==> src/rtl/int_issue_queue.sv <==
// ---------------------------------------------------------------------------
// int_issue_queue -- age-ordered integer issue queue with tag wakeup and
// branch flush.
//
// Entries live in a compacting array: slot 0 is the oldest and occupied
// slots are contiguous from 0. Each cycle the oldest entry whose op0/op1 are
// both ready (in registered state) is issued through a one-cycle output
// register, and the entries above it slide down by one.
//
// Ports
//   clk, rst            clock (rising edge), asynchronous active-low reset
//   en                  global enable; gates enqueue and issue
//   IN_valid/OUT_ready  enqueue handshake; OUT_ready = registered count < DEPTH
//   IN_operands/opReady/opTag/opcode/tagDst/nmDst/sqN   enqueued micro-op
//   IN_resultValid/resultTag/result                     wakeup broadcast
//   IN_branchTaken/branchSqN                            flush younger entries
//   IN_wbStall          downstream cannot accept; blocks issue only
//   OUT_valid/operands/opcode/tagDst/nmDst/sqN          issued micro-op
// ---------------------------------------------------------------------------
package int_issue_queue_pkg;
   typedef enum logic [5:0] {
      INT_ADD = 6'd0, INT_SUB, INT_AND, INT_OR, INT_XOR, INT_SLL, INT_SRL, INT_SLT
   } OPCode_INT;

   typedef struct packed {
      logic [31:0] op0;
      logic [31:0] op1;
      logic [31:0] op2;
      logic        rdy0;
      logic        rdy1;
      logic [5:0]  tag0;
      logic [5:0]  tag1;
      OPCode_INT   opc;
      logic [5:0]  tag_dst;
      logic [4:0]  nm_dst;
      logic [5:0]  sqn;
   } iq_entry_t;
endpackage

module int_issue_queue
   import int_issue_queue_pkg::*;
#(
   parameter int DEPTH = 4
)(
   input  logic        clk,
   input  logic        rst,
   input  logic        en,
   input  logic        IN_valid,
   output logic        OUT_ready,
   input  logic [31:0] IN_operands [2:0],
   input  logic [1:0]  IN_opReady,
   input  logic [5:0]  IN_opTag [1:0],
   input  OPCode_INT   IN_opcode,
   input  logic [5:0]  IN_tagDst,
   input  logic [4:0]  IN_nmDst,
   input  logic [5:0]  IN_sqN,
   input  logic        IN_resultValid,
   input  logic [5:0]  IN_resultTag,
   input  logic [31:0] IN_result,
   input  logic        IN_branchTaken,
   input  logic [5:0]  IN_branchSqN,
   input  logic        IN_wbStall,
   output logic        OUT_valid,
   output logic [31:0] OUT_operands [2:0],
   output OPCode_INT   OUT_opcode,
   output logic [5:0]  OUT_tagDst,
   output logic [4:0]  OUT_nmDst,
   output logic [5:0]  OUT_sqN
);
   localparam int CW = $clog2(DEPTH + 1);
   localparam int IW = (DEPTH > 1) ? $clog2(DEPTH) : 1;

   // a is younger than b when (a - b) mod 64, read as signed, is positive.
   function automatic logic younger(input logic [5:0] a, input logic [5:0] b);
      logic [5:0] d;
      d = a - b;
      return (d != 6'd0) && !d[5];
   endfunction

   iq_entry_t        ent_reg [DEPTH];
   iq_entry_t        ent_next [DEPTH];
   iq_entry_t        wake [DEPTH];
   iq_entry_t        new_ent;
   logic [CW-1:0]    count_reg, count_next, surv;
   logic [DEPTH-1:0] valid, kill;
   logic [IW-1:0]    issue_sel;
   logic             issue_cand, issue_fire, do_enq;

   assign OUT_ready = (count_reg < CW'(DEPTH));

   genvar gi;
   generate
      for (gi = 0; gi < DEPTH; gi++) begin : g_slot
         assign valid[gi] = (count_reg > CW'(gi));
         assign kill[gi]  = IN_branchTaken && younger(ent_reg[gi].sqn, IN_branchSqN);
      end
   endgenerate

   // Wakeup on stored entries; takes effect in the next registered state.
   always_comb begin
      for (int i = 0; i < DEPTH; i++) begin
         wake[i] = ent_reg[i];
         if (IN_resultValid && !ent_reg[i].rdy0 && ent_reg[i].tag0 == IN_resultTag) begin
            wake[i].op0  = IN_result;
            wake[i].rdy0 = 1'b1;
         end
         if (IN_resultValid && !ent_reg[i].rdy1 && ent_reg[i].tag1 == IN_resultTag) begin
            wake[i].op1  = IN_result;
            wake[i].rdy1 = 1'b1;
         end
      end
   end

   // Incoming entry, with the same wakeup comparison applied as a bypass.
   always_comb begin
      new_ent         = '0;
      new_ent.op0     = IN_operands[0];
      new_ent.op1     = IN_operands[1];
      new_ent.op2     = IN_operands[2];
      new_ent.rdy0    = IN_opReady[0];
      new_ent.rdy1    = IN_opReady[1];
      new_ent.tag0    = IN_opTag[0];
      new_ent.tag1    = IN_opTag[1];
      new_ent.opc     = IN_opcode;
      new_ent.tag_dst = IN_tagDst;
      new_ent.nm_dst  = IN_nmDst;
      new_ent.sqn     = IN_sqN;
      if (IN_resultValid && !IN_opReady[0] && IN_opTag[0] == IN_resultTag) begin
         new_ent.op0  = IN_result;
         new_ent.rdy0 = 1'b1;
      end
      if (IN_resultValid && !IN_opReady[1] && IN_opTag[1] == IN_resultTag) begin
         new_ent.op1  = IN_result;
         new_ent.rdy1 = 1'b1;
      end
   end

   // Oldest ready, non-flushed entry wins; scanning downward leaves the
   // lowest index selected.
   always_comb begin
      issue_sel  = '0;
      issue_cand = 1'b0;
      for (int i = DEPTH - 1; i >= 0; i--) begin
         if (valid[i] && ent_reg[i].rdy0 && ent_reg[i].rdy1 && !kill[i]) begin
            issue_sel  = IW'(i);
            issue_cand = 1'b1;
         end
      end
      issue_fire = issue_cand && en && !IN_wbStall;
   end

   assign do_enq = IN_valid && OUT_ready && en &&
                   !(IN_branchTaken && younger(IN_sqN, IN_branchSqN));

   // Removal, compaction, then enqueue. Because slots are in program order,
   // flushed entries always form a tail, so after closing the gap left by the
   // issued entry the survivors are still contiguous from slot 0.
   always_comb begin
      surv = '0;
      for (int i = 0; i < DEPTH; i++) begin
         ent_next[i] = wake[i];
         if (valid[i] && !kill[i])
            surv = surv + CW'(1);
      end
      for (int j = 0; j < DEPTH - 1; j++) begin
         if (issue_fire && IW'(j) >= issue_sel)
            ent_next[j] = wake[j + 1];
      end
      if (issue_fire)
         surv = surv - CW'(1);
      count_next = surv;
      if (do_enq) begin
         ent_next[surv[IW-1:0]] = new_ent;
         count_next = surv + CW'(1);
      end
   end

   always_ff @(posedge clk or negedge rst) begin
      if (!rst) begin
         count_reg <= '0;
         for (int i = 0; i < DEPTH; i++)
            ent_reg[i] <= '0;
         OUT_valid <= 1'b0;
         for (int k = 0; k < 3; k++)
            OUT_operands[k] <= '0;
         OUT_opcode <= INT_ADD;
         OUT_tagDst <= '0;
         OUT_nmDst  <= '0;
         OUT_sqN    <= '0;
      end else begin
         count_reg <= count_next;
         ent_reg   <= ent_next;
         OUT_valid <= issue_fire;
         if (issue_fire) begin
            OUT_operands[0] <= ent_reg[issue_sel].op0;
            OUT_operands[1] <= ent_reg[issue_sel].op1;
            OUT_operands[2] <= ent_reg[issue_sel].op2;
            OUT_opcode      <= ent_reg[issue_sel].opc;
            OUT_tagDst      <= ent_reg[issue_sel].tag_dst;
            OUT_nmDst       <= ent_reg[issue_sel].nm_dst;
            OUT_sqN         <= ent_reg[issue_sel].sqn;
         end
      end
   end
endmodule

==> config.mk <==
export PLATFORM = sky130hd
export DESIGN_NAME = int_issue_queue
export DESIGN_NICKNAME = d
export VERILOG_FILES = /design/src/rtl/int_issue_queue.sv
export SDC_FILE = /design/constraint.sdc
export NUM_CORES = 2
export LEC_CHECK = 0
export ABC_CLOCK_PERIOD_IN_PS = 6500
export BUFFER_PORTS_ARGS = -buffer_cell sky130_fd_sc_hd__buf_2
export CAP_MARGIN = 0
export CORE_AREA = 2 2 242 244
export DETAILED_ROUTE_END_ITERATION = 7
export DIE_AREA = 0 0 244 246
export PLACE_DENSITY = 0.81
export SYNTH_ARGS = -nofsm -noshare
export SYNTH_HDL_FRONTEND = slang
export SYNTH_SLANG_ARGS = --single-unit
==> constraint.sdc <==
create_clock -name clk -period 6.5 [get_ports clk]
set_input_delay 1.95 -clock clk [delete_from_list [all_inputs] [get_ports clk]]
set_output_delay 1.95 -clock clk [all_outputs]
set_load 0.1 [all_outputs]
### Word level (Yosys, flattened, before mapping)

Cells that the tools add are included.

* flip-flop bits (word level): 655
* input port bits: 184
* logic and storage cells: 211

* add/sub/neg operators: 10
* $lt $le $gt $ge: 11
* equality and inequality tests: 10
* multiplexer cells: 44
* bitwise logic cells: 2
* reductions and logical operators: 81

Operator list (number)
* 133-bit 2-to-1 mux: 6
* 532-bit bitwise mux: 1
* 532-bit 2-to-1 mux: 1
* 32-bit 2-to-1 mux: 10
* 133-bit binary-select mux with 2-bit select: 1
* 133-bit demux with 2-bit select: 1
* 6-bit equality test: 10
* 1-bit logical AND: 55
* 6-bit nonzero test: 5
* 6-bit subtractor: 5
* 1-bit logical NOT: 21
* 1-bit 2-to-1 mux: 15
* 3-bit 2-to-1 mux: 5
* 3-bit by 1-bit adder with 3-bit output, second input constant: 4
* 2-bit 2-to-1 mux: 4
* 3-bit greater-or-equal comparator, second input constant: 2
* 3-bit by 1-bit greater-than comparator with 1-bit output, second input constant: 2
* 3-bit by 2-bit greater-than comparator with 1-bit output, second input constant: 2
* 2-bit NOT with 3-bit output: 2
* 1-bit by 2-bit greater-or-equal comparator with 1-bit output, first input constant: 2
* 3-bit by 1-bit < comparator with 1-bit output, second input constant: 1
* 3-bit < comparator, second input constant: 1
* 3-bit by 1-bit subtractor with 3-bit output, second input constant: 1
* 2-bit greater-or-equal comparator, first input constant: 1

### Logic depth before layout (Yosys ltp)

* word-level depth: 22
* mapped depth: 26

### Worst setup path after synthesis

Ideal clock, no wire load.

* path kind: input to register
* from: input port IN_branchSqN[0]
* to: register ent_reg[204] (netlist name)
* library setup time: 65 ps
* data arrival time: 6464 ps
* data required time: 6435 ps
* path slack: -29 ps
* cell stages on the path: 22
* buffers on the path: 2
* path through: ha_1 -> fa_1 -> nand2b_1 -> a21oi_1 -> xor2_1 -> o41ai_2 -> o22ai_1 -> ha_1 -> xnor2_1 -> ha_1 -> mux2i_1 -> ha_1 -> mux2_2 -> inv_1 -> ha_1 -> and3_1 -> a22o_1 -> clkbuf_1 -> nand2_1 -> o21ai_1 -> buf_2 -> o221a_2

RTL lines
* from (decl): line 61 `input logic [5:0] IN_branchSqN,`
* to (signal assigned): line 192 `ent_reg <= ent_next;`
* to (decl): line 80 `iq_entry_t ent_reg [DEPTH];`

==> summary.txt <==
Status
  • Outcome: finished clean

Synth
  • #FFs+latches synth: 655
  • Top cells by area, synth: dfrtp_1, o221a_2, nand2_1
  • Async set-reset flop share out of synthesis: 100%
  • Post-Syn Area per Cell: 9.34 µm²
  • Ys flop type: dfrtp_1
  • Cell count after synthesis: 3727
  • Area leader, netlist: dfrtp_1
  • Ys Warns: 0
  • Most common cell in the netlist: dfrtp_1
  • Post-synth EDFFs: 0
  • Syn Nets: 3953
  • Synth Cell Area: 34800 µm²
  • Unique masters post-synth: 63
  • Post-synthesis sequential area ratio: 47.1%
  • Top-area cell type share of the netlist area: 47.1%
  • Most frequent cells after synthesis: dfrtp_1, nand2_1, nor2_1

Cells and area
  • Area Growth Syn to Fin: 15.2%
  • Finished Cell Area: 40100 µm²
  • Layout cells sized above 1: 20.7%
  • Nets: 4102

Route
  • Antenna-violating nets left: 0
  • Wire length per cell: 25.3 µm
  • Vias: 32732
  • Final WL: 119000 µm
  • DR vias/cell: 6.94
  • Highest metal used: met5
  • Met1 Wirelength: 44500 µm
  • Met3 wire length: 14700 µm
  • Drt pass-1 iters: 7
  • Drt first-iter violations: 4333
  • Drt drc: 0
  • Met2 routed WL: 54100 µm

Timing
  • Max_slew headroom: 34.1%
  • Setup TNS: 0 ns
  • Crit share post-route: 93.6%
  • Shortest period the worst path allows: 6.09 ns
  • Worst-margin pin slew: 0.987 ns
  • Fmax: 164 MHz
  • Fin worst setup slack: 0.414 ns
  • Fin. max-slew vios: 0
  • RSZ-0062 raised after global routing: false
  • # setup viols final: 0
  • Worst clock skew: 0.0335 ns
  • Fin. Hold Viols: 0

Run
  • Max-Cap Viols: 0

Clock tree
  • PostCTS Resize Cnt: 0
  • Htree depth: 3
  • Clock tree sinks: 655
  • Post-CTS setup buffer count: 0
  • Longest Clk Path Bufs: 3
  • CTS Hold Bufs: 0
  • Root Buffer: clkbuf_16
  • Clk_lat worst skew: 0.64 ns
  • Worst-path clk slew: 0.06 ns
  • CTS buffer count: 71
  • CTS tree: done

Power and ir drop
  • Leakage: 17.9 nW
  • Pwr/cell area: 567 nW/µm²
  • Peak VDD IR: 0.390 mV
  • Total power: 22.8 mW

Critical path
  • Reg-to-reg critical path endpoint: ent_reg[263]
  • Worst r2r src: ent_reg[399]
  • R2R cell count: 24
  • R2R setup slack: 1.45 ns
  • Worst Path Max Fanout: 11
  • CP Launch Type: input port
  • WP data required: 7.00 ns
  • Worst setup EP type: flip-flop
  • CP Class: input port to flip-flop
  • Arr. time, crit path: 6.58 ns

Placed design
  • Port buffer count: 304
  • Placement Cell Area: 37700 µm²
  • Final Wtd Congestion: 0.897
  • Pre-CTS setup slack: -0.114 ns
  • Dpl hpwl: 68300 µm

Global route
  • Largest net degree at the start of global routing: 153
  • Initial antenna violation count: 38
  • Grt ovf: 0
  • Vias in the first global route: 32812
  • First-pass GRT wire length: 185000 µm
  • GR Util All Layers: 39.4%

Floorplan
  • Starting density of the core: 60.7%
  • DIE AREA: 60000 µm²
  • Row cnt: 88
  • Die extent in x: 244 µm
  • Io pins: 305
  • Die Y: 246 µm
  • Core area: 57400 µm²

Worst hold path
  • Worst hold path type: flip-flop to flip-flop
  • WHS Endpoint: OUT_operands[23]
  • Hold Path Origin: OUT_operands[23]
  • Hold-critical path depth: 2
-- cells by family (layout without fill, tap and decap cells) --
group	after synthesis	after routing	share of synthesized area, %
other	0	24	0
xor gates and xnor gates	86	86	2.18
buffers and inverters	390	591	4.58
AOI/OAI and AO/OA	1231	1231	25.0
adders and majority gates	42	42	1.62
DFF	655	655	47.1
muxes	212	212	6.34
and+or+nand+nor	1111	1111	13.2
-- routing by layer --
| metal | track usage, % | up-vias |
|---|---|---|
| li1 | - | 14036 |
| met5 | 0.408 | - |
| met3 | 10.9 | 525 |
| met1 | 50.3 | 15823 |
| met4 | 21.3 | 28 |
| met2 | 61.0 | 2320 |
-- layout make-up --
class                      instances  area [µm²]
clock inverter                    20         209
sequential                       655       16400
antenna                           24        60.1
tap                              765         957
clock buffer                     105        2110
fill                            4326       17300
multi-input combinational       2682       17100
inverter                          27         101
timing repair buffer             439        3230
-- metrics by stage --
| stage | cells | hold slack (ns) | utilization [%] |
|---|---|---|---|
| finish | 4717 | 0.471 | 69.9 |
| global route | 4713 | 0.499 | 69.9 |
| CTS | 4693 | 0.474 | 69.8 |
| detailed placement | 4568 | 0.461 | 65.8 |
| global placement | 4568 | 0.460 | 65.8 |
| floorplan | 3727 | 0.494 | - |
-- placed cells by master, fill, tap and decap left out, drive strengths merged, types with 30 or more instances in the layout --
cell type  netlist  layout
o31ai           34      34
dfrtp          655     655
xnor2           47      47
o211ai          30      30
buf            153     439
a21oi          115     115
o22a           117     117
nor2           417     417
mux2i          144     144
a31oi           69      69
nor3           166     166
inv             27      30
mux2            68      68
ha              37      37
o22ai          251     251
o221a          191     191
nand2          443     443
xor2            39      39
clkbuf         210     105
a221o           32      32
o21ai          356     356
-- worst max-delay path, stage by stage --
cell	delay, ns
buf_2	0.13
ha_1	0.22
fa_1	0.41
nand2b_1	0.16
a21oi_1	0.17
xor2_1	0.12
o41ai_4	0.23
o21a_1	0.18
inv_1	0.06
ha_1	0.30
xnor2_1	0.21
ha_1	0.26
mux2i_1	0.18
ha_1	0.26
mux2_2	0.28
inv_1	0.08
ha_1	0.16
and2_1	0.18
a22oi_2	0.15
buf_4	0.23
o221a_2	0.14
o211ai_1	0.13
nand2_1	0.11
a221o_1	0.31
-- how the worst max path moves through the flow --
stage,start,to,cells past startpoint
final,IN_branchSqN[0],ent_reg[263],24
after global routing,IN_branchSqN[0],ent_reg[263],24
after CTS,IN_branchSqN[0],ent_reg[263],24
after detailed placement,IN_branchSqN[0],ent_reg[261],24
after global placement,IN_branchSqN[0],ent_reg[259],23
after floorplan,IN_branchSqN[0],ent_reg[238],23
-- where the power goes --
group | leakage (nW) | internal, mW | switching [mW]
clock | 1.14 | 2.37 | 1.69
combinational | 8.75 | 4.13 | 6.88
sequential | 8.01 | 6.08 | 1.60
Note: power is estimated with default switching activity, not from simulation.
